===== config.mk =====
export PLATFORM = sky130hd
export DESIGN_NAME = dcu_txn_trk
export DESIGN_NICKNAME = d
export VERILOG_FILES = /design/src/rtl/dcu_txn_trk.sv
export SDC_FILE = /design/constraint.sdc
export NUM_CORES = 1
export LEC_CHECK = 0
export ABC_AREA = 1
export CAP_MARGIN = 20
export CORE_MARGIN = 4
export CORE_UTILIZATION = 58
export DETAILED_ROUTE_END_ITERATION = 12
export PLACE_DENSITY = 0.85
export REMOVE_ABC_BUFFERS = 1
export SLEW_MARGIN = 20
export SYNTH_ARGS = -nofsm -noshare
export SYNTH_HDL_FRONTEND = slang
export SYNTH_SLANG_ARGS = --single-unit

===== constraint.sdc =====
create_clock -name clk -period 4.7 [get_ports clk]
set_input_delay 0.47 -clock clk [delete_from_list [all_inputs] [get_ports clk]]
set_output_delay 0.47 -clock clk [all_outputs]
set_load 0.005 [all_outputs]

===== src/rtl/dcu_txn_trk.sv =====
// Load-transaction tracker: pairs DCU load returns with their issuing addresses per source
// and raises sticky protocol errors. Issue counters are built only when DCU_TRK_STATS_EN is defined.
module dcu_txn_trk #(
  parameter int DEPTH   = 4,
  parameter int TIMEOUT = 256
) (
  input  logic        clk,
  input  logic        reset_l,
  input  logic [7:0]  iu_inst_c,
  input  logic [3:0]  smu_inst_c,
  input  logic [31:0] dcu_addr_c,
  input  logic [31:0] dcu_data,
  input  logic        iu_data_vld,
  input  logic        smu_data_vld,
  output logic        trk_iu_vld,
  output logic        trk_smu_vld,
  output logic [31:0] trk_iu_addr,
  output logic [31:0] trk_smu_addr,
  output logic [31:0] trk_data,
  output logic [4:0]  trk_iu_outst,
  output logic [4:0]  trk_smu_outst,
  output logic [3:0]  trk_err,
  output logic [31:0] trk_ld_cnt,
  output logic [31:0] trk_st_cnt
);

  localparam int         PW   = (DEPTH > 1) ? $clog2(DEPTH) : 1;
  localparam logic [4:0] FULL = 5'(DEPTH);
  localparam logic [15:0] TO  = 16'(TIMEOUT);

  // Index 0 is the IU source, index 1 the SMU source.
  logic [31:0]   mem_q [2][DEPTH];
  logic [PW-1:0] wp_q [2], wp_d [2];
  logic [PW-1:0] rp_q [2], rp_d [2];
  logic [4:0]    cnt_q [2], cnt_d [2];
  logic [15:0]   age_q [2], age_d [2];
  logic [31:0]   head [2];
  logic [1:0]    push, vld, pop, orphan, ovf, wr_en, tmo;

  logic [1:0]    vld_q;
  logic [31:0]   iu_addr_q, smu_addr_q, data_q;
  logic [3:0]    err_q;

  always_comb begin
    push   = {smu_inst_c[0], iu_inst_c[2]};
    vld    = {smu_data_vld, iu_data_vld};
    pop    = '0;
    orphan = '0;
    ovf    = '0;
    wr_en  = '0;
    tmo    = '0;
    for (int s = 0; s < 2; s++) begin
      // Occupancy is judged before this cycle's push, so a return never pairs with a same-cycle push.
      pop[s]    = vld[s] && (cnt_q[s] != 5'd0);
      orphan[s] = vld[s] && (cnt_q[s] == 5'd0);
      ovf[s]    = push[s] && (cnt_q[s] == FULL) && !pop[s];
      wr_en[s]  = push[s] && !ovf[s];
      head[s]   = mem_q[s][rp_q[s]];
      wp_d[s]   = wr_en[s] ? wp_q[s] + PW'(1) : wp_q[s];
      rp_d[s]   = pop[s]   ? rp_q[s] + PW'(1) : rp_q[s];
      cnt_d[s]  = cnt_q[s] + {4'd0, wr_en[s]} - {4'd0, pop[s]};
      if (pop[s] || (cnt_q[s] == 5'd0))
        age_d[s] = 16'd0;
      else if (age_q[s] != 16'hFFFF)
        age_d[s] = age_q[s] + 16'd1;
      else
        age_d[s] = age_q[s];
      tmo[s] = (age_d[s] == TO);
    end
  end

  // FIFO storage carries no reset; a full-FIFO push+pop overwrites the slot being read, which is safe
  // because the head is captured on the same edge.
  always_ff @(posedge clk) begin
    for (int s = 0; s < 2; s++)
      if (wr_en[s]) mem_q[s][wp_q[s]] <= dcu_addr_c;
  end

  always_ff @(posedge clk or negedge reset_l) begin
    if (!reset_l) begin
      for (int s = 0; s < 2; s++) begin
        wp_q[s]  <= '0;
        rp_q[s]  <= '0;
        cnt_q[s] <= '0;
        age_q[s] <= '0;
      end
      vld_q      <= '0;
      iu_addr_q  <= '0;
      smu_addr_q <= '0;
      data_q     <= '0;
      err_q      <= '0;
    end else begin
      for (int s = 0; s < 2; s++) begin
        wp_q[s]  <= wp_d[s];
        rp_q[s]  <= rp_d[s];
        cnt_q[s] <= cnt_d[s];
        age_q[s] <= age_d[s];
      end
      vld_q <= pop;
      if (pop[0]) iu_addr_q  <= head[0];
      if (pop[1]) smu_addr_q <= head[1];
      if (|pop)   data_q     <= dcu_data;
      err_q <= err_q | {|tmo, vld[0] & vld[1], |orphan, |ovf};
    end
  end

  assign trk_iu_vld    = vld_q[0];
  assign trk_smu_vld   = vld_q[1];
  assign trk_iu_addr   = iu_addr_q;
  assign trk_smu_addr  = smu_addr_q;
  assign trk_data      = data_q;
  assign trk_iu_outst  = cnt_q[0];
  assign trk_smu_outst = cnt_q[1];
  assign trk_err       = err_q;

`ifdef DCU_TRK_STATS_EN
  logic [31:0] ld_cnt_q, st_cnt_d, ld_cnt_d, st_cnt_q;

  function automatic logic [31:0] sat_add(input logic [31:0] a, input logic [1:0] inc);
    logic [32:0] sum;
    sum = {1'b0, a} + 33'(inc);
    return sum[32] ? 32'hFFFF_FFFF : sum[31:0];
  endfunction

  always_comb begin
    ld_cnt_d = sat_add(ld_cnt_q, {1'b0, iu_inst_c[2]} + {1'b0, smu_inst_c[0]});
    st_cnt_d = sat_add(st_cnt_q, {1'b0, iu_inst_c[3]} + {1'b0, smu_inst_c[1]});
  end

  always_ff @(posedge clk or negedge reset_l) begin
    if (!reset_l) begin
      ld_cnt_q <= '0;
      st_cnt_q <= '0;
    end else begin
      ld_cnt_q <= ld_cnt_d;
      st_cnt_q <= st_cnt_d;
    end
  end

  assign trk_ld_cnt = ld_cnt_q;
  assign trk_st_cnt = st_cnt_q;

  logic unused_cmd_bits;
  assign unused_cmd_bits = ^{iu_inst_c[7:4], iu_inst_c[1:0], smu_inst_c[3:2]};
`else
  assign trk_ld_cnt = 32'd0;
  assign trk_st_cnt = 32'd0;

  logic unused_cmd_bits;
  assign unused_cmd_bits = ^{iu_inst_c[7:3], iu_inst_c[1:0], smu_inst_c[3:1]};
`endif

endmodule


# Word level (Yosys, flattened, before mapping)
# Memory sizes are Yosys's and may differ from the RTL's.
# Cells that the tools add are included.
[word_totals]
regBits = 152
latch_bits = 0
ramBits = 256
rom_bits = 0
inputBits = 80
word_cells = 86
mem_count = 1
[classes]
n_addsub = 10
multipliers = 0
n_div = 0
n_lt_le_gt_ge = 6
eq_ne = 6
shifts = 0
muxes = 18
bitwise = 6
n_reduce_logical = 26
[memory_table]
columns = ["name", "words", "width", "rd", "rd_ports_with_merged_regs", "wr", "line_no", "text"]
rows = [
  ["mem_q", 2, 128, 2, 0, 2, "32", "logic [31:0] mem_q [2][DEPTH];"],
]
[ops]
columns = ["operator", "n"]
rows = [
  ["128-bit 2-to-1 mux", 2],
  ["32-bit 2-to-1 mux", 6],
  ["32-bit binary-select mux with 2-bit select", 2],
  ["32-bit demux with 2-bit select", 2],
  ["16-bit 2-to-1 mux", 4],
  ["16-bit by 1-bit adder with 16-bit output (second input constant)", 2],
  ["16-bit by 9-bit == test with 1-bit output (second input constant)", 2],
  ["16-bit inequality test (second input constant)", 2],
  ["3-bit greater-or-equal comparator (second input constant)", 4],
  ["1-bit logical AND", 12],
  ["2-bit NOT with 3-bit output", 4],
  ["5-bit by 1-bit adder with 5-bit output", 2],
  ["5-bit by 3-bit == test with 1-bit output (second input constant)", 2],
  ["5-bit logical NOT", 2],
  ["5-bit nonzero test", 2],
  ["5-bit by 1-bit subtractor with 5-bit output", 2],
  ["2-bit by 1-bit adder with 2-bit output (second input constant)", 4],
  ["2-bit OR reduction", 4],
  ["3-bit by 1-bit less-than comparator with 1-bit output (second input constant)", 2],
  ["1-bit logical NOT", 4],
  ["4-bit bitwise OR", 1],
  ["1-bit logical OR", 2],
  ["1-bit 2-to-1 mux", 2],
  ["1-bit bitwise AND", 1],
]

# Longest topological paths before layout
[logic_depth]
ltp_word = 8
mapped_depth = 17

# Worst setup path after synthesis
# OpenSTA, ideal clock, no wires.
[synth_path]
path_type = "register -> register"
from = "reg cnt_q (netlist bit trk_smu_outst[2])"
to = "mem mem_q[0][128] (netlist name), enable pin"
setup_time_ps = 421
arrival_ps = 2681
required_time_ps = 4279
slack_ps = 1598
stages_incl_launch_ff = 12
n_path_buf = 0
path_cell_list = "dfrtp_1 > inv_1 > ha_1 > inv_1 > nor2_1 > nand2_1 > inv_2 > nor2_4 > inv_4 > nand2_1 > nand2_1 > nor2_1"
[synth_rtl]
columns = ["element", "line_no", "text"]
rows = [
  ["start: declaration", "35", "logic [4:0] cnt_q [2], cnt_d [2];"],
  ["start signal: indexed assignment", "96", "cnt_q[s] <= cnt_d[s];"],
  ["end: declaration", "32", ""],
]

==> impl_results.md <==
* Synth area leader: edfxtp_1
* Clk sinks at 408
* PwrDens at 580.1 mW/mm²
* Residual DRC at 0
* Avg Vias per Cell at 5.670
* Seq/Total Area, Yosys at 67.11%
* Die W at 179.8 µm
* Worst Skew at 0.01879 ns
* Largest net degree at the start of global routing at 67
* Data required, critical path at 4.85 ns
* CTS Buf Count at 39
* Hold_buf cts at 1
* Via count at 11,890
* R2R Path Start: trk_smu_outst[2]
* Total Routing Usage GR at 23.91%
* Share of cells above drive strength 1 at 8.290%
* Max clock buf depth at 3
* Worst Setup SP: trk_smu_outst[2]
* Placer Congestion at 0.8828
* Hold Crit Start: trk_smu_addr[30]
* Post-CTS Resized at 0
* Status: completed
* Flop2flop setup slack at 1.50 ns
* Synthesized cell area at 0.01712 mm²
* Drt pass-1 iters at 6
* Core area at 0.02894 mm²
* Crit path time final at 3.203 ns
* Initial Util at 59.18%
* Die height at 179.8 µm
* WL met2 at 20,370 µm
* Crit. End Element: flop
* Yosys reg bits at 408
* Finish-stage setup viols at 0
* Num rows at 62
* Setup bufs post-CTS at 0
* Worst Hold Class: flop to flop
* Antenna Nets Post-Route at 0
* Comb pwr share at 29.1%
* Clock power share at 27.8%
* First-pass GRT wire length at 62,640 µm
* Net switching power at 3.800 mW
* Slew headroom at 26.87%
* Initial DRC count at 1,057
* Die area at 0.03234 mm²
* Detailed Place HPWL at 23,630 µm
* Pint at 8.140 mW
* Area growth from synthesis to layout at 20.20%
* Yosys top cell area share at 44.90%
* Vias in the first global route at 12,090
* Sw frac at 31.83%
* Syn Inst Count at 1,506
* Hold endpoint: trk_smu_addr[30]
* Antenna fix cells at 0
* Average size of a mapped cell at 11.37 µm²
* Wl on met1 at 15,470 µm
* Antenna violations before repair at 2
* Top area cells in the synthesized netlist: edfxtp_1 45%, dfrtp_1 22%, nand2_1 6.2%
* Worst slew pin tran at 1.096 ns
* Synth warn at 0
* RSZ-0062 raised after global routing: false
* Routed WL at 40,620 µm
* Top sig layer: met5
* Root buf cell: clkbuf_16
* PortBufs at 181
* WL per Instance at 19.37 µm
* DR WL met3 at 3618 µm
* Final hold vios at 0
* Type of element launching the critical path: flop
* Hold Crit Depth at 2
* R2R depth at 11
* Nets at 1,785
* H-tree depth at 2
* Part of the power in registers at 43.1%
* Fill cells at 1,879
* Static Leak at 8.283 nW
* Critical path fanouts, max at 37
* Crit Path Class: flop to flop
* Maximum VDD drop at 0.0003864 V
* I/O pins at 256
* Achievable clock frequency at 312.3 MHz
* Final hold slack at 0.4775 ns
* Clock slew seen by the registers of the worst setup and hold paths at 0.06 ns
* Reg2reg end: mem_q[0][167]
* Fin crit share at 68.14%
* Setup TNS at 0 ns
* Crit path DAT at 3.35 ns
* Max Slew Vio Count at 0
* Unique masters post-synth at 40
* TritonCTS clock tree: done
* GR Overflow Total at 0
* Clk Latency, worst-skew pair at 0.54 ns
* Maxcap violations at 0
[synth_stat cells, drive strengths merged]
master,n
nand2,297
edfxtp,256
nor2,210
dfrtp,152
o21ai,143
inv,98
buf,83
o22ai,64
nand3,46
clkbuf,41
mux2,32
ha,20
xor2,13
a21oi,12
nand4,12
a31oi,6
xnor2,6
nand3b,3
or2,3
fa,2
nor3,2
o21bai,2
a221o,1
conb,1
or3,1
[per-stage QoR]
step	power, mW	setup slack, ns	area (µm²)	cells	util, %
after detailed placement	8.469	1.325	19020	2018	65.73
after global placement	8.300	1.420	19020	2018	65.73
after floorplan	6.761	1.110	16600	1445	-
after global routing	12.52	1.275	20580	2097	71.13
final	11.94	1.497	20580	2097	71.13
after CTS	11.81	1.441	20390	2090	70.47
[power by group through the flow]
stage               registers, mW  logic (mW)  clock network, mW
floorplan                    5.21        1.55                  0
global placement             5.15        3.15                  0
detailed placement           5.19        3.28                  0
CTS                          5.15        3.34               3.33
global route                 5.23        3.80               3.50
finish                       5.15        3.47               3.31
[final cells by class]
| cell class | instances | area, µm² | share of cell area [%] |
|---|---|---|---|
| Clock buffer | 49 | 1075 | 5.222 |
| Clock inverter | 22 | 287.8 | 1.398 |
| Inverter | 98 | 375.4 | 1.824 |
| Multi-Input combinational cell | 939 | 4800 | 23.32 |
| Sequential cell | 408 | 11500 | 55.85 |
| Tap cell | 384 | 480.5 | 2.334 |
| Timing Repair Buffer | 197 | 2068 | 10.05 |
[flip-flops by register name, indices dropped and copies added (netlist names)]
register	cells
trk_iu_addr	32
trk_smu_addr	32
trk_smu_outst	5
age_q	32
wp_q	4
mem_q	256
trk_data	32
rp_q	4
trk_err	4
trk_iu_outst	5
vld_q	2
[metal layers]
| layer | up-vias | GRT usage (%) |
|---|---|---|
| li1 | 5348 | - |
| met1 | 5800 | 29.82 |
| met2 | 650 | 41.97 |
| met3 | 89 | 4.547 |
| met4 | 4 | 8.595 |
| met5 | - | 0 |
[critical path: stages, from the launching register on]
cell,delay (ns)
dfrtp_1,0.38
inv_1,0.08
ha_1,0.20
inv_1,0.06
nor2_1,0.04
nand2_1,0.12
inv_2,0.07
nor2_4,0.13
inv_4,0.21
nand2_1,0.18
nand2_1,0.35
nor2_4,0.96
[logic make-up (layout without fill, tap and decap cells)]
group                      Yosys count  in the layout  share of synthesized area, %
other                                1             64                       0.02190
buffers and inverters              222            366                         6.591
and+or+nand+nor                    574            574                         14.23
muxes                               32             32                         2.104
xor gates and xnor gates            19             19                        0.9719
adders and majority gates           22             22                         1.695
AOI/OAI and AO/OA                  228            228                         7.278
DFF                                408            408                         67.11
[how the worst max path moves through the flow]
stage / to / slack [ns] / cells after the start
after floorplan: mem_q[0][128] / 1.11 / 11
after global placement: trk_iu_outst[4] / 1.42 / 12
after detailed placement: mem_q[0][139] / 1.33 / 7
after CTS: mem_q[0][134] / 1.44 / 11
after global routing: mem_q[0][167] / 1.28 / 11
final: mem_q[0][167] / 1.50 / 11
[cells in the final DEF, fill, tap and decap left out, types with 4 or more instances in the layout]
cell type	instances
o21ai_1	4
ha_1	20
nor2_2	6
conb_1	64
bufinv_16	6
inv_1	86
nand2_2	13
buf_16	6
nor2_1	186
nand3_1	42
nor2_4	18
clkbuf_1	5
dfrtp_1	150
nand3_2	4
a31oi_1	6
o22ai_1	64
xor2_1	13
clkbuf_8	4
clkdlybuf4s50_1	180
o21ai_0	138
xnor2_1	6
clkinv_2	7
nand2_1	281
buf_4	8
nand4_1	12
mux2_1	30
inv_2	7
a21oi_1	11
clkinv_1	6
clkbuf_16	40
edfxtp_1	256
Power figures use the tool's default switching activity.
